==> src/rtl/csr_pkg.sv <==
`default_nettype none
// ============================================================================
// Module   : csr_pkg
// Brief    : Shared opcodes, CSR addresses and field indices for the M-mode CSR file.
// Revision : 1.0
// ============================================================================
package csr_pkg;

    // Encodings follow the funct3 field of the SYSTEM opcode; 0 and 4 are illegal.
    typedef enum logic [2:0] {
        CSR_RW  = 3'd1,
        CSR_RS  = 3'd2,
        CSR_RC  = 3'd3,
        CSR_RWI = 3'd5,
        CSR_RSI = 3'd6,
        CSR_RCI = 3'd7
    } csr_op_e;

    localparam logic [11:0] CSR_MSTATUS   = 12'h300;
    localparam logic [11:0] CSR_MIE       = 12'h304;
    localparam logic [11:0] CSR_MTVEC     = 12'h305;
    localparam logic [11:0] CSR_MSCRATCH  = 12'h340;
    localparam logic [11:0] CSR_MEPC      = 12'h341;
    localparam logic [11:0] CSR_MCAUSE    = 12'h342;
    localparam logic [11:0] CSR_MIP       = 12'h344;
    localparam logic [11:0] CSR_MCYCLE    = 12'hB00;
    localparam logic [11:0] CSR_MCYCLEH   = 12'hB80;
    localparam logic [11:0] CSR_MINSTRET  = 12'hB02;
    localparam logic [11:0] CSR_MINSTRETH = 12'hB82;

    localparam int MSTATUS_MIE  = 3;
    localparam int MSTATUS_MPIE = 7;
    localparam int IRQ_BASE     = 16;

    // MPP is hardwired to machine mode.
    localparam logic [31:0] MSTATUS_FIXED = 32'h0000_1800;

endpackage
`default_nettype wire

==> src/rtl/csr_counter64.sv <==
`default_nettype none
// ============================================================================
// Module   : csr_counter64
// Brief    : 64-bit wrapping counter with independently writable 32-bit halves.
// Revision : 1.0
// ============================================================================
module csr_counter64 (
    input  logic        clk_i,
    input  logic        rst_i,
    input  logic        inc_i,
    input  logic        wr_lo_i,
    input  logic        wr_hi_i,
    input  logic [31:0] wdata_i,
    output logic [63:0] count_o
);

    logic [63:0] r_count;

    // A write to either half takes precedence over the increment for the whole counter.
    always_ff @(posedge clk_i or posedge rst_i) begin
        if (rst_i) begin
            r_count <= '0;
        end else if (wr_lo_i || wr_hi_i) begin
            if (wr_lo_i) r_count[31:0]  <= wdata_i;
            if (wr_hi_i) r_count[63:32] <= wdata_i;
        end else if (inc_i) begin
            r_count <= r_count + 64'd1;
        end
    end

    assign count_o = r_count;

endmodule
`default_nettype wire

==> src/rtl/csr_unit.sv <==
`default_nettype none
// ============================================================================
// Module   : csr_unit
// Brief    : RV32 machine-mode CSR file with trap/mret stacking, local IRQs and counters.
// Revision : 1.0
// ============================================================================
module csr_unit
    import csr_pkg::*;
#(
    parameter int          IRQ_NUM     = 16,
    parameter logic [31:0] MTVEC_RESET = 32'h0000_0000,
    parameter bit          COUNTERS_EN = 1'b1
) (
    input  logic               clk_i,
    input  logic               rst_i,
    input  logic               trap_i,
    input  logic               mret_i,
    input  logic [2:0]         opcode_i,
    input  logic [11:0]        addr_i,
    input  logic               write_enable_i,
    input  logic [31:0]        pc_i,
    input  logic [31:0]        mcause_i,
    input  logic [31:0]        rs1_data_i,
    input  logic [31:0]        imm_data_i,
    input  logic [IRQ_NUM-1:0] irq_i,
    input  logic               instret_i,
    output logic [31:0]        read_data_o,
    output logic               illegal_o,
    output logic [31:0]        mie_o,
    output logic [31:0]        mepc_o,
    output logic [31:0]        trap_pc_o,
    output logic               irq_req_o,
    output logic [31:0]        irq_cause_o
);

    localparam logic [31:0] C_MIE_MASK = 32'(((64'd1 << IRQ_NUM) - 64'd1) << IRQ_BASE);

    logic               r_mstatus_mie;
    logic               r_mstatus_mpie;
    logic [31:0]        r_mie;
    logic [31:0]        r_mtvec;
    logic [31:0]        r_mscratch;
    logic [31:0]        r_mepc;
    logic [31:0]        r_mcause;
    logic [IRQ_NUM-1:0] r_mip;

    logic [31:0] w_mstatus;
    logic [31:0] w_mip;
    logic [63:0] w_mcycle;
    logic [63:0] w_minstret;
    logic [31:0] w_rdata;
    logic        w_writable;
    logic [31:0] w_src;
    logic [31:0] w_wdata;
    logic        w_op_legal;
    logic        w_wr;
    logic [31:0] w_pending;
    logic [31:0] w_base;

    assign w_mstatus = MSTATUS_FIXED
                     | (32'(r_mstatus_mie)  << MSTATUS_MIE)
                     | (32'(r_mstatus_mpie) << MSTATUS_MPIE);
    assign w_mip     = 32'(r_mip) << IRQ_BASE;

    // Read mux; counter CSRs only become writable when the counters exist.
    always_comb begin
        w_rdata    = '0;
        w_writable = 1'b0;
        case (addr_i)
            CSR_MSTATUS:   begin w_rdata = w_mstatus;         w_writable = 1'b1;        end
            CSR_MIE:       begin w_rdata = r_mie;             w_writable = 1'b1;        end
            CSR_MTVEC:     begin w_rdata = r_mtvec;           w_writable = 1'b1;        end
            CSR_MSCRATCH:  begin w_rdata = r_mscratch;        w_writable = 1'b1;        end
            CSR_MEPC:      begin w_rdata = r_mepc;            w_writable = 1'b1;        end
            CSR_MCAUSE:    begin w_rdata = r_mcause;          w_writable = 1'b1;        end
            CSR_MIP:       begin w_rdata = w_mip;                                       end
            CSR_MCYCLE:    begin w_rdata = w_mcycle[31:0];    w_writable = COUNTERS_EN; end
            CSR_MCYCLEH:   begin w_rdata = w_mcycle[63:32];   w_writable = COUNTERS_EN; end
            CSR_MINSTRET:  begin w_rdata = w_minstret[31:0];  w_writable = COUNTERS_EN; end
            CSR_MINSTRETH: begin w_rdata = w_minstret[63:32]; w_writable = COUNTERS_EN; end
            default:       begin w_rdata = '0;                w_writable = 1'b0;        end
        endcase
    end

    assign w_src = opcode_i[2] ? imm_data_i : rs1_data_i;

    always_comb begin
        w_wdata    = w_rdata;
        w_op_legal = 1'b1;
        case (opcode_i)
            CSR_RW, CSR_RWI: w_wdata = w_src;
            CSR_RS, CSR_RSI: w_wdata = w_rdata | w_src;
            CSR_RC, CSR_RCI: w_wdata = w_rdata & ~w_src;
            default:         w_op_legal = 1'b0;
        endcase
    end

    assign w_wr      = write_enable_i && w_op_legal && w_writable;
    assign illegal_o = write_enable_i && !(w_op_legal && w_writable);

    // Trap entry outranks mret, which outranks software writes to the same state.
    always_ff @(posedge clk_i or posedge rst_i) begin
        if (rst_i) begin
            r_mstatus_mie  <= 1'b0;
            r_mstatus_mpie <= 1'b0;
            r_mie          <= '0;
            r_mtvec        <= MTVEC_RESET;
            r_mscratch     <= '0;
            r_mepc         <= '0;
            r_mcause       <= '0;
            r_mip          <= '0;
        end else begin
            r_mip <= irq_i;
            if (w_wr && addr_i == CSR_MIE)      r_mie      <= w_wdata & C_MIE_MASK;
            if (w_wr && addr_i == CSR_MTVEC)    r_mtvec    <= w_wdata[1] ? (w_wdata & ~32'h3) : w_wdata;
            if (w_wr && addr_i == CSR_MSCRATCH) r_mscratch <= w_wdata;
            if (trap_i) begin
                r_mepc         <= pc_i & ~32'h3;
                r_mcause       <= mcause_i;
                r_mstatus_mpie <= r_mstatus_mie;
                r_mstatus_mie  <= 1'b0;
            end else begin
                if (w_wr && addr_i == CSR_MEPC)   r_mepc   <= w_wdata & ~32'h3;
                if (w_wr && addr_i == CSR_MCAUSE) r_mcause <= w_wdata;
                if (mret_i) begin
                    r_mstatus_mie  <= r_mstatus_mpie;
                    r_mstatus_mpie <= 1'b1;
                end else if (w_wr && addr_i == CSR_MSTATUS) begin
                    r_mstatus_mie  <= w_wdata[MSTATUS_MIE];
                    r_mstatus_mpie <= w_wdata[MSTATUS_MPIE];
                end
            end
        end
    end

    generate
        if (COUNTERS_EN) begin : g_counters
            csr_counter64 u_mcycle (
                .clk_i   (clk_i),
                .rst_i   (rst_i),
                .inc_i   (1'b1),
                .wr_lo_i (w_wr && addr_i == CSR_MCYCLE),
                .wr_hi_i (w_wr && addr_i == CSR_MCYCLEH),
                .wdata_i (w_wdata),
                .count_o (w_mcycle)
            );
            csr_counter64 u_minstret (
                .clk_i   (clk_i),
                .rst_i   (rst_i),
                .inc_i   (instret_i),
                .wr_lo_i (w_wr && addr_i == CSR_MINSTRET),
                .wr_hi_i (w_wr && addr_i == CSR_MINSTRETH),
                .wdata_i (w_wdata),
                .count_o (w_minstret)
            );
        end else begin : g_no_counters
            assign w_mcycle   = '0;
            assign w_minstret = '0;
        end
    endgenerate

    assign w_pending = r_mie & w_mip;
    assign irq_req_o = r_mstatus_mie && (|w_pending);

    // Scanning from the top leaves the lowest pending line as the final assignment.
    always_comb begin
        irq_cause_o = '0;
        for (int k = IRQ_NUM - 1; k >= 0; k--) begin
            if (w_pending[IRQ_BASE + k]) irq_cause_o = {1'b1, 31'(IRQ_BASE + k)};
        end
    end

    assign w_base    = {r_mtvec[31:2], 2'b00};
    assign trap_pc_o = (r_mtvec[1:0] == 2'b01 && mcause_i[31]) ? (w_base + (mcause_i << 2)) : w_base;

    assign read_data_o = w_rdata;
    assign mie_o       = r_mie;
    assign mepc_o      = r_mepc;

endmodule
`default_nettype wire

==> config.mk <==
export PLATFORM = sky130hd
export DESIGN_NAME = csr_unit
export DESIGN_NICKNAME = d
export VERILOG_FILES = /design/src/rtl/csr_pkg.sv /design/src/rtl/csr_counter64.sv /design/src/rtl/csr_unit.sv
export SDC_FILE = /design/constraint.sdc
export NUM_CORES = 1
export LEC_CHECK = 0
export BUFFER_PORTS_ARGS = -buffer_cell sky130_fd_sc_hd__buf_2
export CAP_MARGIN = 20
export CORE_ASPECT_RATIO = 1.2
export CORE_UTILIZATION = 37
export CTS_BUF_LIST = sky130_fd_sc_hd__clkbuf_8
export DETAILED_ROUTE_END_ITERATION = 12
export HOLD_SLACK_MARGIN = 0.05
export PLACE_DENSITY_LB_ADDON = 0.2
export SLEW_MARGIN = 30
export SYNTH_ARGS = -nofsm -noshare
export SYNTH_HDL_FRONTEND = slang
export SYNTH_SLANG_ARGS = --single-unit
==> constraint.sdc <==
create_clock -name clk_i -period 13.7 [get_ports clk_i]
set_clock_uncertainty 0.15 [all_clocks]
set_input_delay 1.37 -clock clk_i [delete_from_list [all_inputs] [get_ports clk_i]]
set_output_delay 1.37 -clock clk_i [all_outputs]
set_load 0.05 [all_outputs]
==> results.toml, run 1 <==
[die]
die_h_um = 260.2
die_x_um = 217.1
std_cell_rows = 94
num_io_pins = 327
die_area_um2 = 56490
core_um2 = 54810
initial_utilization = 0.3750

[placed_design]
io_buffers = 278
dp_hpwl_mm = 69.43
place.gp.congestion = 0.9709

[timing]
hold_slack_ns = 0.3356
fmax_mhz = 151.3
worst_pin_slew_ns = 1.094
rsz0062_at_grt = "no"
hold_viol_final = 0
relSlewSlack = 0.2706
finalCriticalPeriod_ns = 6.608
period_share = 0.4824
drv_slew = 0
setup_viol_count_final = 0
fin_tns_setup_ns = 0

[global_route]
overflow = 0
grt_pass1_wl_mm = 136.3
grt_max_degree = 116
grt_pass1_vias = 20090
antenna_found_initial = 2
grt_use_total = 0.3263

[drt]
vias = 21720
ant_nets = 0
drt_iter0_drc = 2640
drt_wl_total_mm = 94.33
first_pass_iters = 7
drt-wirelength-per-cell_um = 27.69
vias_per_cell = 6.375
drcViolationCount = 0

[logic_synthesis]
synth_area_leaders = "dfrtp_1, a21oi_1, nand2_1, o21ai_0, mux2_2"
async_reset_ff_frac = 1.000
yosys_warnings = 0
synth.largest_area_cell = "dfrtp_1"
synthDistinctLibCells = 97
syn_inst = 2455
synth_most_common_cell = "nand2_1"
ys_ff_latch = 287
synth_area_um2 = 20550
synth.top_cells.by_count = "nand2_1, dfrtp_1, a21oi_1, o21ai_0, nor2_1"
synth_edf_count = 0
avgSynthCellArea_um2 = 8.371
synthFlopType = "dfrtp_1"
synth_top_area_share = 0.3495
synth.yosys.seq_area_share = 0.3495

[worst_setup_path]
critPathMaxStageDelay_ns = 0.98
crit_top_cell = "buf_2"
worstPathArrival_ns = 5.09
crit_chain = "buf_2 > nand4bb_1 > or3_1 > nor3_4 > o2bb2ai_1 > a2111o_1 > buf_2"
endpoint_kind = "output pin"
required_ns = 12.18
path_delay_family = "simple AND/OR/NAND/NOR gates"
worstPathBufferInverterCount = 2
critPathKind = "primary input to output pin"
worstSetupStartpointType = "primary input"
cp_max_fo = 18
cp_slowest_cell = "or3_1"

[hold_path]
hp-class = "flip-flop to flip-flop"

[pwr]
clockPowerShare = 0.410
netSwitchingFraction = 0.3262
p_int_w = 0.001471
p_leak_nw = 10.75
vdd_drop_max_mv = 0.05867
comb_power_share = 0.157
powerDensity_nw_per_um2 = 93.36
seqPwrFrac = 0.433
switchingPower_w = 0.0007123

[cts]
cts_root_buf = "clkbuf_8"
clk_latency_ns = 0.67
cts_tree = "built"
cts.sinks = 287
cts_resized = 0
cts_hold_buf = 0
post_cts_buffers = 0
clk_path_buf_depth = 3
path_clk_slew_ns = 0.07
cts_buffers = 51
htreeDepth = 2

[layout]
regArea_um2 = 7182
synthToLayoutAreaGrowth_pct = 13.82
n_fill_cell = 5581
fin_nets = 2845
multi_input_area_um2 = 12370
drive_above_1_share = 0.2010

[job]
max-cap-violations = 0

[outcome]
status = "finished, final reports clean"
## metrics by stage
step | util | setup slack (ns) | power (W) | cell area, um^2 | cells
after CTS | 0.4261 | 7.101 | 0.002186 | 23350 | 3404
after detailed placement | 0.4059 | 7.100 | 0.001294 | 22250 | 3313
after global routing | 0.4268 | 7.000 | 0.002248 | 23390 | 3407
final | 0.4268 | 7.092 | 0.002184 | 23390 | 3407
after global placement | 0.4056 | 7.165 | 0.001289 | 22230 | 3313
after floorplan | - | 4.259 | 0.001160 | 20720 | 2500
## layer usage
| metal | up-vias | part of all wire | track usage |
|---|---|---|---|
| li1 | 9503 | - | - |
| met4 | 2 | 0.050 | 0.1510 |
| met1 | 10600 | 0.41 | 0.4421 |
| met5 | - | 0.00012 | 0 |
| met2 | 1349 | 0.44 | 0.5006 |
| met3 | 266 | 0.10 | 0.06234 |
## worst reg2reg max path: stages (launching register included)
cell and delay, ns:
dfrtp_1 0.57, nand4_1 0.41, or4_1 0.64, nor3_1 0.65, nand4_1 0.59, nor2_1 0.47
nand2_1 0.16, o22ai_1 0.18, a21oi_1 0.09
## sequential cells by signal (all words and copies together) (netlist names), 16 cells and up
| register | count |
|---|---|
| r_mtvec | 31 |
| r_mip | 16 |
| r_mscratch | 32 |
| r_mcause | 32 |
| g_counters.u_mcycle.count_o | 64 |
| mie_o | 16 |
| g_counters.u_minstret.count_o | 64 |
| mepc_o | 30 |
## power by group through the flow
stage                     Clock [W]  Sequential (W)  Combinational (W)
after detailed placement          0        0.000956           0.000338
after CTS                  0.000906        0.000942           0.000339
final                      0.000895        0.000945           0.000344
after global routing       0.000935        0.000947           0.000365
after floorplan                   0        0.000956           0.000204
after global placement            0        0.000956           0.000333
## final timing paths
check | endpoint | cells past startpoint | slack, ns | from
max in group asynchronous | mepc_o[5] | 4 | 10.55 | rst_i
max reg2reg | g_counters.u_mcycle.count_o[58] | 8 | 9.67 | g_counters.u_mcycle.count_o[7]
max | read_data_o[9] | 7 | 7.09 | addr_i[5]
min reg2reg | r_mscratch[29] | 2 | 0.34 | r_mscratch[29]
min | r_mscratch[29] | 2 | 0.34 | r_mscratch[29]
min in group asynchronous | r_mscratch[26] | 2 | 0.64 | rst_i
## layout make-up
class | count | area share
well taps | 720 | 0.03851
diodes | 1 | 0.0001070
flip-flops and latches | 287 | 0.3070
clock inverters | 24 | 0.007917
repair buffers | 318 | 0.07334
clock buffers | 67 | 0.03942
inverters | 28 | 0.004814
multi-input cells | 1962 | 0.5289
## placed cells by master, fill, tap and decap left out, types with 13 or more instances in the layout
cell      synthesis  layout
a22o_1           23      23
xnor2_1          31      31
xor2_1           13      13
o22ai_1          33      33
o21ai_0         203     202
a21oi_1         260     260
o31ai_1          14      14
a21o_1           29      29
nand2b_1         14      14
o21ai_1          33      32
nand3_1         128     128
nor2_1          151     150
buf_4            56      38
clkbuf_8          0      67
ha_1             31      31
conb_1            1      46
and3_1           29      29
nand2_1         308     304
nand4_1          42      42
dfrtp_1         287     287
inv_1            28      42
or3_1            13      13
and2_1           20      20
mux2_2           78      78
nor3_1           44      43
buf_2            56     276
a222oi_1         31      31
mux2i_1          87      87
a22oi_1          41      41
## logic make-up after synthesis
group	share of synthesized area
compound gates	0.2751
simple gates	0.1908
flops	0.3495
buf+inv	0.06070
mux	0.08511
xor+xnor	0.01875
fa+ha+maj	0.01985
other cells	0.0001825
(Power assumes the default switching activity.)
==> run 2, diff against run 1 <==
==> constraint.sdc (replaced) <==
create_clock -name clk_i -period 6.27 [get_ports clk_i]
set_clock_uncertainty 0.15 [all_clocks]
set_input_delay 0.627 -clock clk_i [delete_from_list [all_inputs] [get_ports clk_i]]
set_output_delay 0.627 -clock clk_i [all_outputs]
set_load 0.05 [all_outputs]
==> run 2 against run 1 <==
Against the previous run:
- clock power increased by 130%
- critical endpoint is now trap_pc_o[30]
- largest power group is now the clock network
- highest routed layer unchanged
- via count increased by 2.0%
- combinational power rose by 130%
==> results.toml, run 2 (synthesis results as in run 1) <==
[cts]
path_clk_slew_ns = 0.06
cts_root_buf = "clkbuf_8"
post_cts_buffers = 0
cts.sinks = 287
clk_path_buf_depth = 3
cts_buffers = 52
clk_latency_ns = 0.67
cts_resized = 0
htreeDepth = 2
cts_hold_buf = 52
cts_tree = "built"

[die]
core_um2 = 54810
num_io_pins = 327
die_h_um = 260.2
die_area_um2 = 56490
initial_utilization = 0.3750
std_cell_rows = 94
die_x_um = 217.1

[timing]
relSlewSlack = 0.3049
setup_viol_count_final = 0
worst_pin_slew_ns = 1.042
fmax_mhz = 183.8
finalCriticalPeriod_ns = 5.441
hold_viol_final = 0
fin_tns_setup_ns = 0
period_share = 0.8678
rsz0062_at_grt = "no"
drv_slew = 0
setup_slack_ns = 0.8286

[worst_setup_path]
rrSetupSlack_ns = 2.45
required_ns = 5.49
worstSetupStartpointType = "primary input"
cp_max_fo = 4
endpoint_kind = "output pin"
critPathKind = "primary input to output pin"
worstPathArrival_ns = 4.66

[drt]
drt_wl_total_mm = 94.69
drcViolationCount = 0
vias_per_cell = 6.366
drt_iter0_drc = 2669
ant_nets = 0
drt-wirelength-per-cell_um = 27.22
vias = 22146
first_pass_iters = 9

[placed_design]
io_buffers = 278
place.gp.congestion = 0.9887
dp_hpwl_mm = 70.60
dp_slack_ns = 1.344

[hold_path]
hp-class = "primary input to flip-flop"

[layout]
synthToLayoutAreaGrowth_pct = 17.38
final_common_cell = "nand2_1"
mostFrequentLayoutCells = "nand2_1, dfrtp_1, buf_2"
fin_nets = 2911
drive_above_1_share = 0.2057

[global_route]
overflow = 0
grt_pass1_wl_mm = 136.9
grt_max_degree = 116
grt_pass1_vias = 20308
antenna_found_initial = 5
grt_use_total = 0.3268

[pwr]
vdd_drop_max_mv = 0.1429
p_leak_nw = 11.02
powerDensity_nw_per_um2 = 204.6

[job]
max-cap-violations = 0

[outcome]
status = "finished, final reports clean"
[run 2: cell count changes in the layout (fill, tap and decap cells not counted), moves of 3 or more]
cell           change
clkbuf_8           +3
dlygate4sd3_1     +52
buf_4             +13
clkinv_2           +4
inv_1              -5
clkinvlp_4         +3
[run 2: layout make-up]
cell class	count	area, um^2
clock buffers	70	963.4
fillers	5514	30680
diodes	2	5.005
well taps	720	900.9
flip-flops and latches	287	7182
clock inverters	27	240.2
multi-input cells	1962	12380
repair buffers	383	2341
inverters	28	108.9
[run 2: power breakdown]
part | total [W] | switching (W) | internal [W]
clock | 0.00208 | 0.000918 | 0.00117
sequential | 0.00207 | 0.000142 | 0.00193
combinational | 0.000776 | 0.000548 | 0.000229
total | 0.00494 | 0.00161 | 0.00333
[run 2: final timing paths]
kind / start / endpoint / depth (start not counted)
setup reg to reg: g_counters.u_mcycle.count_o[7] / g_counters.u_mcycle.count_o[35] / 7
min in group asynchronous: rst_i / mepc_o[10] / 3
max in group asynchronous: rst_i / g_counters.u_mcycle.count_o[44] / 5
setup / recovery: mcause_i[0] / trap_pc_o[30] / 14
hold reg to reg: r_mscratch[4] / r_mscratch[4] / 2
hold / removal: mcause_i[23] / r_mcause[23] / 3
[run 2: stage by stage]
step	util	std cells	area (um^2)	power [W]	hold WS [ns]
2_1_floorplan	-	2500	20720	0.002536	0.2960
3_3_place_gp	0.4080	3328	22360	0.002826	0.3117
3_5_place_dp	0.4082	3328	22370	0.002836	0.3258
4_1_cts	0.4396	3477	24100	0.004944	0.05259
5_1_grt	0.4401	3479	24120	0.005085	0.06293
6_report	0.4401	3479	24120	0.004935	0.07595
[run 2: critical path: stages]
cell           delay [ns]
dlygate4sd3_1        0.52
buf_2                0.12
ha_1                 0.22
inv_1                0.08
fa_1                 0.40
nor2b_1              0.19
o2111ai_1            0.16
a21boi_0             0.44
o2111ai_1            0.31
a211o_1              0.37
a211o_1              0.31
and3_1               0.18
o31ai_1              0.40
buf_2                0.35
[run 2: layer usage]
layer / share of wire / track usage / up-vias
li1: - / - / 9640
met1: 0.40 / 0.4307 / 10834
met2: 0.45 / 0.5127 / 1394
met3: 0.11 / 0.07591 / 274
met4: 0.045 / 0.1352 / 4
met5: 0.00029 / 0 / -
